===== src/rtl/regfile_wb_arbiter_if.sv =====
// rtl/regfile_wb_arbiter_if.sv - writeback request and register-file port bundle
//
// Purpose: groups the three writeback requesters (JAL link, load, ALU), the
// register-file write ports and the status outputs of regfile_wb_arbiter.
// Ports (slave = arbiter side):
//   link_valid/link_ready/link_data        JAL link-write request (r31)
//   load_valid/load_ready/load_addr/data   load writeback request
//   alu_valid/alu_ready/alu_addr/alu_data  ALU writeback request
//   rf_ena, rf_we/rf_waddr/rf_wdata        general register-file write port
//   rf_use_jal/rf_w_r31                    dedicated r31 link-write port
//   init_done, drop_cnt                    status
interface regfile_wb_arbiter_if;
    logic        link_valid;
    logic        link_ready;
    logic [31:0] link_data;

    logic        load_valid;
    logic        load_ready;
    logic [4:0]  load_addr;
    logic [31:0] load_data;

    logic        alu_valid;
    logic        alu_ready;
    logic [4:0]  alu_addr;
    logic [31:0] alu_data;

    logic        rf_ena;
    logic        rf_we;
    logic [4:0]  rf_waddr;
    logic [31:0] rf_wdata;
    logic        rf_use_jal;
    logic [31:0] rf_w_r31;

    logic        init_done;
    logic [15:0] drop_cnt;

    modport slave (
        input  link_valid, link_data,
        input  load_valid, load_addr, load_data,
        input  alu_valid, alu_addr, alu_data,
        output link_ready, load_ready, alu_ready,
        output rf_ena, rf_we, rf_waddr, rf_wdata, rf_use_jal, rf_w_r31,
        output init_done, drop_cnt
    );

    modport master (
        output link_valid, link_data,
        output load_valid, load_addr, load_data,
        output alu_valid, alu_addr, alu_data,
        input  link_ready, load_ready, alu_ready,
        input  rf_ena, rf_we, rf_waddr, rf_wdata, rf_use_jal, rf_w_r31,
        input  init_done, drop_cnt
    );
endinterface


===== src/rtl/regfile_wb_arbiter.sv =====
// rtl/regfile_wb_arbiter.sv - register-file writeback arbiter with post-reset clear sweep
//
// Purpose: after reset, clears r1..r31 one per cycle, then arbitrates the
// JAL link, load and ALU writeback requesters onto the register-file ports.
// Priority is link > load > alu unless the ALU has waited STARVE_LIMIT
// cycles, in which case alu > link > load. Writes to r0 are accepted and
// counted in drop_cnt instead of being written.
// Ports:
//   clk    block clock, all state on posedge
//   rst_n  asynchronous active-low reset
//   bus    regfile_wb_arbiter_if.slave (requests, regfile ports, status)
module regfile_wb_arbiter #(
    parameter int unsigned STARVE_LIMIT = 4
) (
    input  logic                        clk,
    input  logic                        rst_n,
    regfile_wb_arbiter_if.slave         bus
);

    localparam logic [3:0] STARVE_LIM = 4'(STARVE_LIMIT);

    typedef enum logic {
        ST_INIT,
        ST_RUN
    } state_t;

    state_t      state_q, state_d;
    logic [4:0]  sweep_q, sweep_d;
    logic [3:0]  age_q, age_d;
    logic [15:0] drop_q, drop_d;
    logic        rf_ena_q;
    logic        rf_we_q, rf_we_d;
    logic [4:0]  waddr_q, waddr_d;
    logic [31:0] wdata_q, wdata_d;
    logic        use_jal_q, use_jal_d;
    logic [31:0] w_r31_q, w_r31_d;

    logic        grant_link, grant_load, grant_alu;
    logic        starve;
    logic [4:0]  gpr_addr;
    logic [31:0] gpr_data;

    always_ff @(posedge clk or negedge rst_n) begin
        if (!rst_n) begin
            state_q   <= ST_INIT;
            sweep_q   <= 5'd1;
            age_q     <= 4'd0;
            drop_q    <= 16'd0;
            rf_ena_q  <= 1'b0;
            rf_we_q   <= 1'b0;
            waddr_q   <= 5'd0;
            wdata_q   <= 32'd0;
            use_jal_q <= 1'b0;
            w_r31_q   <= 32'd0;
        end else begin
            state_q   <= state_d;
            sweep_q   <= sweep_d;
            age_q     <= age_d;
            drop_q    <= drop_d;
            rf_ena_q  <= 1'b1;
            rf_we_q   <= rf_we_d;
            waddr_q   <= waddr_d;
            wdata_q   <= wdata_d;
            use_jal_q <= use_jal_d;
            w_r31_q   <= w_r31_d;
        end
    end

    always_comb begin
        state_d    = state_q;
        sweep_d    = sweep_q;
        age_d      = age_q;
        drop_d     = drop_q;
        rf_we_d    = 1'b0;
        use_jal_d  = 1'b0;
        waddr_d    = waddr_q;
        wdata_d    = wdata_q;
        w_r31_d    = w_r31_q;
        grant_link = 1'b0;
        grant_load = 1'b0;
        grant_alu  = 1'b0;
        starve     = (age_q >= STARVE_LIM);
        gpr_addr   = bus.load_addr;
        gpr_data   = bus.load_data;

        case (state_q)
            ST_INIT: begin
                // The sweep counter wraps 31 -> 0 after the last clear; seeing
                // 0 means r31 has been issued and the arbiter may start.
                if (sweep_q == 5'd0) begin
                    state_d = ST_RUN;
                end else begin
                    rf_we_d = 1'b1;
                    waddr_d = sweep_q;
                    wdata_d = 32'd0;
                    sweep_d = sweep_q + 5'd1;
                end
            end

            ST_RUN: begin
                if (starve && bus.alu_valid) begin
                    grant_alu = 1'b1;
                end else if (bus.link_valid) begin
                    grant_link = 1'b1;
                end else if (bus.load_valid) begin
                    grant_load = 1'b1;
                end else if (bus.alu_valid) begin
                    grant_alu = 1'b1;
                end

                // Age saturates so a very long wait cannot wrap back below
                // the starvation threshold.
                if (!bus.alu_valid || grant_alu) begin
                    age_d = 4'd0;
                end else if (age_q != 4'hF) begin
                    age_d = age_q + 4'd1;
                end

                if (grant_alu) begin
                    gpr_addr = bus.alu_addr;
                    gpr_data = bus.alu_data;
                end

                if (grant_link) begin
                    use_jal_d = 1'b1;
                    w_r31_d   = bus.link_data;
                end else if (grant_load || grant_alu) begin
                    if (gpr_addr != 5'd0) begin
                        rf_we_d = 1'b1;
                        waddr_d = gpr_addr;
                        wdata_d = gpr_data;
                    end else if (drop_q != 16'hFFFF) begin
                        drop_d = drop_q + 16'd1;
                    end
                end
            end

            default: state_d = ST_INIT;
        endcase
    end

    // A grant always implies the matching valid, so ready doubles as the
    // transfer strobe.
    assign bus.link_ready = grant_link;
    assign bus.load_ready = grant_load;
    assign bus.alu_ready  = grant_alu;

    assign bus.rf_ena     = rf_ena_q;
    assign bus.rf_we      = rf_we_q;
    assign bus.rf_waddr   = waddr_q;
    assign bus.rf_wdata   = wdata_q;
    assign bus.rf_use_jal = use_jal_q;
    assign bus.rf_w_r31   = w_r31_q;
    assign bus.init_done  = (state_q == ST_RUN);
    assign bus.drop_cnt   = drop_q;

endmodule


===== src/flat_wrapper.sv =====
// flat-port wrapper written by rule: the top's interface ports become plain ports
module regfile_wb_arbiter_flat 
#(
    parameter int unsigned STARVE_LIMIT = 4
)
  (clk, rst_n, bus_link_valid, bus_link_data, bus_load_valid, bus_load_addr, bus_load_data, bus_alu_valid, bus_alu_addr, bus_alu_data, bus_link_ready, bus_load_ready, bus_alu_ready, bus_rf_ena, bus_rf_we, bus_rf_waddr, bus_rf_wdata, bus_rf_use_jal, bus_rf_w_r31, bus_init_done, bus_drop_cnt);
  regfile_wb_arbiter_if bus_i ();
  input  logic clk;
  input  logic rst_n;
  input wire logic [$bits(bus_i.link_valid)-1:0] bus_link_valid;
  input wire logic [$bits(bus_i.link_data)-1:0] bus_link_data;
  input wire logic [$bits(bus_i.load_valid)-1:0] bus_load_valid;
  input wire logic [$bits(bus_i.load_addr)-1:0] bus_load_addr;
  input wire logic [$bits(bus_i.load_data)-1:0] bus_load_data;
  input wire logic [$bits(bus_i.alu_valid)-1:0] bus_alu_valid;
  input wire logic [$bits(bus_i.alu_addr)-1:0] bus_alu_addr;
  input wire logic [$bits(bus_i.alu_data)-1:0] bus_alu_data;
  output wire logic [$bits(bus_i.link_ready)-1:0] bus_link_ready;
  output wire logic [$bits(bus_i.load_ready)-1:0] bus_load_ready;
  output wire logic [$bits(bus_i.alu_ready)-1:0] bus_alu_ready;
  output wire logic [$bits(bus_i.rf_ena)-1:0] bus_rf_ena;
  output wire logic [$bits(bus_i.rf_we)-1:0] bus_rf_we;
  output wire logic [$bits(bus_i.rf_waddr)-1:0] bus_rf_waddr;
  output wire logic [$bits(bus_i.rf_wdata)-1:0] bus_rf_wdata;
  output wire logic [$bits(bus_i.rf_use_jal)-1:0] bus_rf_use_jal;
  output wire logic [$bits(bus_i.rf_w_r31)-1:0] bus_rf_w_r31;
  output wire logic [$bits(bus_i.init_done)-1:0] bus_init_done;
  output wire logic [$bits(bus_i.drop_cnt)-1:0] bus_drop_cnt;
  assign bus_i.link_valid = bus_link_valid;
  assign bus_i.link_data = bus_link_data;
  assign bus_i.load_valid = bus_load_valid;
  assign bus_i.load_addr = bus_load_addr;
  assign bus_i.load_data = bus_load_data;
  assign bus_i.alu_valid = bus_alu_valid;
  assign bus_i.alu_addr = bus_alu_addr;
  assign bus_i.alu_data = bus_alu_data;
  assign bus_link_ready = bus_i.link_ready;
  assign bus_load_ready = bus_i.load_ready;
  assign bus_alu_ready = bus_i.alu_ready;
  assign bus_rf_ena = bus_i.rf_ena;
  assign bus_rf_we = bus_i.rf_we;
  assign bus_rf_waddr = bus_i.rf_waddr;
  assign bus_rf_wdata = bus_i.rf_wdata;
  assign bus_rf_use_jal = bus_i.rf_use_jal;
  assign bus_rf_w_r31 = bus_i.rf_w_r31;
  assign bus_init_done = bus_i.init_done;
  assign bus_drop_cnt = bus_i.drop_cnt;
  regfile_wb_arbiter #(.STARVE_LIMIT(STARVE_LIMIT)) u_core (.clk(clk), .rst_n(rst_n), .bus(bus_i));
endmodule

===== config.mk =====
export PLATFORM = sky130hd
export DESIGN_NAME = regfile_wb_arbiter_flat
export DESIGN_NICKNAME = d
export VERILOG_FILES = /design/src/rtl/regfile_wb_arbiter_if.sv /design/src/rtl/regfile_wb_arbiter.sv /design/src/flat_wrapper.sv
export SDC_FILE = /design/constraint.sdc
export NUM_CORES = 1
export LEC_CHECK = 0
export ABC_CLOCK_PERIOD_IN_PS = 4900
export BUFFER_PORTS_ARGS = -buffer_cell sky130_fd_sc_hd__buf_2
export CORE_MARGIN = 2
export CORE_UTILIZATION = 33
export CTS_CLUSTER_SIZE = 24
export DETAILED_ROUTE_END_ITERATION = 10
export SLEW_MARGIN = 20
export SYNTH_ARGS = -nofsm -noshare
export SYNTH_HDL_FRONTEND = slang
export SYNTH_SLANG_ARGS = --single-unit
export TNS_END_PERCENT = 20

===== constraint.sdc =====
create_clock -name clk -period 4.9 [get_ports clk]
set_clock_uncertainty 0.05 [all_clocks]
set_input_delay 0.98 -clock clk [delete_from_list [all_inputs] [get_ports clk]]
set_output_delay 0.98 -clock clk [all_outputs]
set_load 0.01 [all_outputs]

==> impl_metrics.json, run 1 <==
{
  "place_inst": 788,
  "die_h_um": 120,
  "critPathMostFrequentCell": "buf_2",
  "crit_type": "in2out",
  "outcome": "completed",
  "antenna_found_initial": 1,
  "synth.area.top_cells": "dfrtp_1 (55%), nand2_1 (8.9%), mux2i_1 (8.6%), o31ai_1 (5.4%), nand3_1 (4.6%)",
  "stdcell_count": 804,
  "peakVddDrop_mv": 0.201,
  "drive_gt1_share_pct": 37.6,
  "die-width_um": 120,
  "hold_viol_final": 0,
  "syn2layout_area_growth_pct": 34.2,
  "dieArea_um2": 14400,
  "dp.final_hpwl_mm": 8.23,
  "wire_per_inst_um": 14.3,
  "worst-r2r-setup-slack_ns": 2.45,
  "drt-initial-drc-count": 199,
  "routed_via_density": 4.80,
  "syn_nets": 545,
  "rows": 42,
  "fin_crit_sh_pct": 75.7,
  "nets": 738,
  "drc": 0,
  "fmax_ghz": 0.270,
  "start_util_pct": 33.6,
  "slowest_delay_ns": 0.76,
  "cts_made_buffers": 9,
  "cts_setup_buffers": 0,
  "cp.arrival_ns": 2.68,
  "grt_use_total_pct": 15.9,
  "ant_nets": 0,
  "place_congestion": 0.742,
  "seq_area_frac_synth_pct": 55.3,
  "io_buffers": 202,
  "clock_sinks": 98,
  "min_to": "u_core.bus.rf_w_r31[29]$_DFFE_PN0N_",
  "synth-async-reset-ratio_pct": 100,
  "tightest_slew_ns": 1.00,
  "grt_setup_unrepaired": "false",
  "cellPowerDensity_nw_per_um2": 346,
  "drt-total-wl_mm": 11.5,
  "slew_viol_final": 0,
  "cts_resized": 0,
  "num_antenna_cells": 0,
  "finalPower_w": 0.00206,
  "finalSetupViolations": 0,
  "critPathSlowestCell": "inv_1",
  "cts_hold_buf": 0,
  "netlist_area_um2": 4440,
  "htreeDepth": 3,
  "synth_cells": 430,
  "cts_root_buffer": "clkbuf_16",
  "firstDrtPassIters": 4,
  "syn_avg_cell_area_um2": 10.3,
  "synth_enable_flop_cells": 0,
  "clk_path_buf_depth": 2,
  "slew_headroom_pct": 33.2,
  "hold_class": "reg2reg",
  "yosysTopAreaCell": "dfrtp_1",
  "crit_chain": "buf_2, o21ai_0, nand3_1, buf_4, inv_1, buf_2",
  "grt_pass1_wl_mm": 18.2,
  "yosysUniqueCellTypes": 34,
  "via_count": 3858,
  "crit_fanout": 34,
  "yosysWarnings": 0,
  "synth_top_area_share_pct": 54.7,
  "cp.required_ns": 3.87,
  "coreArea_um2": 13200,
  "setup_tns_ns": 0,
  "ys_ff_latch": 98,
  "r2r-end": "u_core.bus.rf_waddr[1]$_DFFE_PN0P_",
  "clk_latency_ns": 0.34,
  "min_path_cells": 2,
  "min_from": "u_core.bus.rf_w_r31[29]$_DFFE_PN0N_",
  "grt_max_degree": 65,
  "grt_pass1_vias": 3783,
  "cp-end-kind": "output port",
  "clkTransAtPathRegs_ns": 0.07,
  "power.leakage_nw": 3.30,
  "tritoncts": "done",
  "hold-worst-slack_ns": 0.421,
  "cap_viol_max_count": 0,
  "synth_flop_cell": "dfrtp_1",
  "grt_overflow": 0,
  "reg2reg_from": "u_core.bus.init_done$_DFF_PN0_",
  "r2r_cells": 6,
  "cp-start-kind": "input port",
  "min_period_ns": 3.71,
  "boundaryPins": 203
}
## state kept, by name, summed over array words and instances, names as in the netlist
name	cells
u_core.bus.rf_w_r31	32
u_core.bus.rf_wdata	32
u_core.bus.drop_cnt	16
u_core.bus.rf_waddr	5
u_core.sweep_q	5
u_core.age_q	4
u_core.bus.init_done	1
u_core.bus.rf_ena	1
u_core.bus.rf_use_jal	1
u_core.bus.rf_we	1
## kinds of logic (layout without fill, tap and decap cells)
family,count (synthesis),in the layout,synth area share (%)
xor+xnor,17,17,3.35
other cells,1,1,0.0845
compound gates,49,49,8.57
buf+inv,35,233,3.33
mux,45,45,10.3
flops,98,98,55.3
simple gates,181,181,17.9
fa+ha+maj,4,4,1.13
## worst max-delay path by stage
stage / start / end / cells past startpoint
floorplan: bus_load_valid / bus_alu_ready / 5
global placement: bus_alu_valid / bus_link_ready / 6
detailed placement: bus_alu_valid / bus_link_ready / 6
CTS: bus_alu_valid / bus_link_ready / 6
global route: bus_alu_valid / bus_link_ready / 6
finish: bus_alu_valid / bus_link_ready / 6
## per-stage QoR
step / worst slack, ns / utilization [%] / cell area [um2]
2_1_floorplan: 1.87 / - / 4440
3_3_place_gp: 1.21 / 42.6 / 5620
3_5_place_dp: 1.15 / 42.6 / 5620
4_1_cts: 1.15 / 45.2 / 5960
5_1_grt: 1.01 / 45.2 / 5960
6_report: 1.19 / 45.2 / 5960
## Yosys cell counts (2+ instances only)
cell and count:
a21oi_1 5, and3_1 4, buf_1 5, buf_2 7, clkbuf_1 13, dfrtp_1 97, ha_1 4, inv_1 8
mux2_2 7, mux2i_1 38, nand2_1 105, nand3_1 41, nand4_1 9, nor2_1 13, nor2b_1 3, o21ai_0 6
o31ai_1 32, or4_1 2, xnor2_1 16
## per-layer routing
layer,wire length [um],GRT usage [%],vias up
met1,4920,19.9,1863
met2,5680,26.6,116
met4,179,5.29,2
met3,682,4.09,16
met5,11,0,-
li1,-,-,1861
## cell type report
cell class	instances	area [um2]
fillers	1290	7230
flip-flops and latches	98	2450
well taps	176	220
repair buffers	208	1060
clock buffers	12	267
clock inverters	4	72.6
multi-input cells	297	1850
inverters	9	33.8
## critical path, delay by kind of cell
family          cells  cell delay [ns]
buf+inv             4             1.45
compound gates      1             0.11
simple gates        1             0.11
## layout by cell type (no fill, tap or decap), types with 2 or more instances in the layout
master / n
o21ai_0: 6
dfrtp_1: 97
mux2i_1: 38
nor2b_1: 3
inv_1: 8
bufinv_16: 2
clkbuf_8: 3
mux2_2: 7
o31ai_1: 32
and3_1: 4
ha_1: 4
a21oi_1: 5
buf_2: 201
nand3_1: 41
buf_4: 7
nor2_1: 13
clkbuf_16: 9
or4_1: 2
nand4_1: 9
nand2_1: 105
xnor2_1: 16
## power breakdown
part	switching [W]	total (W)	internal, W	leakage (nW)
combinational	0.000186	0.000338	0.000152	1.91
clock	0.000296	0.000785	0.000488	0.165
sequential	0.0000473	0.000939	0.000892	1.23
Power figures use the tool's default switching activity.
==> run 2: changes to the inputs <==
--- a/config.mk
+++ b/config.mk
@@ -5,7 +5,7 @@
 export SDC_FILE = /design/constraint.sdc
 export NUM_CORES = 1
 export LEC_CHECK = 0
-export ABC_CLOCK_PERIOD_IN_PS = 4900
+export ABC_CLOCK_PERIOD_IN_PS = 3850
 export BUFFER_PORTS_ARGS = -buffer_cell sky130_fd_sc_hd__buf_2
 export CORE_MARGIN = 2
 export CORE_UTILIZATION = 33
==> constraint.sdc (replaced) <==
create_clock -name clk -period 3.85 [get_ports clk]
set_clock_uncertainty 0.05 [all_clocks]
set_input_delay 0.77 -clock clk [delete_from_list [all_inputs] [get_ports clk]]
set_output_delay 0.77 -clock clk [all_outputs]
set_load 0.01 [all_outputs]
==> impl_metrics.json, run 2 (same netlist as run 1, synthesis figures left out) <==
{
  "tritoncts": "done",
  "crit_chain": "buf_2, or4_1, nor2_1, mux2i_1, a311oi_4, mux2_2",
  "num-fill-cells": 1283,
  "drc": 0,
  "min_period_ns": 2.65,
  "peakVddDrop_mv": 0.163,
  "rows": 42,
  "start_util_pct": 33.6,
  "cts_root_buffer": "clkbuf_16",
  "cp-start-kind": "input port",
  "slew_headroom_pct": 37.5,
  "dp.final_hpwl_mm": 8.20,
  "hold-worst-slack_ns": 0.419,
  "nets": 740,
  "cts_resized": 0,
  "drive_gt1_share_pct": 37.5,
  "crit_fanout": 14,
  "grt_pass1_vias": 3709,
  "via_count": 3769,
  "cap_viol_max_count": 0,
  "boundaryPins": 203,
  "slowest_delay_ns": 0.72,
  "place_area_um2": 5630,
  "io_buffers": 202,
  "grtUsageMet2_pct": 27.2,
  "cp.arrival_ns": 2.83,
  "top_usage_layer": "met2",
  "grt_use_total_pct": 15.9,
  "cp.required_ns": 4.03,
  "clock_sinks": 98,
  "stdcell_count": 803,
  "dp_slack_ns": 0.847,
  "wire_per_inst_um": 14.2,
  "worst_slack_ns": 1.20,
  "drt-initial-drc-count": 213,
  "combPwrFrac_pct": 16.4,
  "slew_viol_final": 0,
  "crit_type": "in2reg",
  "cellPowerDensity_nw_per_um2": 442,
  "power.leakage_nw": 3.31,
  "hold_viol_final": 0,
  "grt_pass1_wl_mm": 18.2,
  "gr-usage-met3_pct": 3.14,
  "routed_via_density": 4.69,
  "use_met1_pct": 19.1,
  "hold_class": "reg2reg",
  "grt_setup_unrepaired": "false",
  "layout_common_cells": "buf_2 (201), nand2_1 (105), dfrtp_1 (97), nand3_1 (41), mux2i_1 (38)",
  "tightest_slew_ns": 0.937,
  "fmax_ghz": 0.377,
  "clkTransAtPathRegs_ns": 0.06,
  "p_seq_share_pct": 45.2,
  "drt-total-wl_mm": 11.4,
  "ant_nets": 0,
  "setup_tns_ns": 0,
  "num_antenna_cells": 0,
  "min_path_cells": 2,
  "firstDrtPassIters": 6,
  "switching_power_w": 0.000665,
  "clk_latency_ns": 0.34,
  "finalSetupViolations": 0,
  "grt_max_degree": 76,
  "cts_setup_buffers": 0,
  "place_inst": 790,
  "coreArea_um2": 13200,
  "finish.instance_area_um2": 5960,
  "fin_crit_sh_pct": 69.0,
  "r2r_cells": 6,
  "antenna_found_initial": 1,
  "clk_path_buf_depth": 2,
  "syn2layout_area_growth_pct": 34.3,
  "cp-end-kind": "flop",
  "critPathSlowestCell": "a311oi_4",
  "grt_overflow": 0,
  "cellInternalPower_w": 0.00197,
  "p_clk_share_pct": 38.4,
  "p_sw_share_pct": 25.2,
  "dieArea_um2": 14400,
  "outcome": "completed",
  "cts_hold_buf": 0,
  "final_common_cell": "buf_2",
  "die_h_um": 120,
  "cts_made_buffers": 9,
  "htreeDepth": 3,
  "die-width_um": 120,
  "place_congestion": 0.721
}
run 2: final cells by class:
class	count	area, um2	area share, %
flip-flops and latches	98	2450	41.2
multi-input cells	297	1850	31.0
repair buffers	210	1070	18.0
clock buffers	10	239	4.01
well taps	176	220	3.69
clock inverters	3	90.1	1.51
inverters	9	33.8	0.567
run 2: critical path: cells and delay by family:
family,cells,cell delay [ns]
muxes,2,0.61
and+or+nand+nor,2,0.62
AOI/OAI and AO/OA,1,0.72
buffers and inverters,1,0.10
run 2: power groups by stage:
stage | clock [W] | combinational [W] | sequential, W
2_1_floorplan | 0 | 0.000160 | 0.00126
4_1_cts | 0.00104 | 0.000443 | 0.00119
6_report | 0.00101 | 0.000433 | 0.00119
3_3_place_gp | 0 | 0.000432 | 0.00121
3_5_place_dp | 0 | 0.000443 | 0.00121
5_1_grt | 0.00109 | 0.000482 | 0.00121
run 2: worst paths after layout:
kind                                                     start                             endpoint  slack (ns)
setup / recovery                              bus_load_addr[2]   u_core.bus.drop_cnt[1]$_DFFE_PN0P_        1.20
hold / removal             u_core.bus.rf_w_r31[12]$_DFFE_PN0N_  u_core.bus.rf_w_r31[12]$_DFFE_PN0N_        0.42
setup reg to reg                   u_core.age_q[2]$_DFFE_PN0P_  u_core.bus.rf_wdata[17]$_DFFE_PN0P_        1.40
hold reg to reg            u_core.bus.rf_w_r31[12]$_DFFE_PN0N_  u_core.bus.rf_w_r31[12]$_DFFE_PN0N_        0.42
max in group asynchronous                                rst_n   u_core.bus.rf_wdata[2]$_DFFE_PN0P_        2.32
min in group asynchronous                                rst_n   u_core.bus.rf_wdata[9]$_DFFE_PN0P_        0.51
run 2: metal layers:
metal / part of all wire, % / up-vias
met2: 49 / 117
li1: - / 1866
met3: 6.1 / 18
met1: 42 / 1766
met4: 2.1 / 2
met5: 0.062 / -
run 2: per-stage QoR:
stage / util (%) / power [W]
final: 45.2 / 0.00264
after global routing: 45.2 / 0.00278
after CTS: 45.2 / 0.00268
after detailed placement: 42.7 / 0.00165
after global placement: 42.7 / 0.00164
after floorplan: - / 0.00142
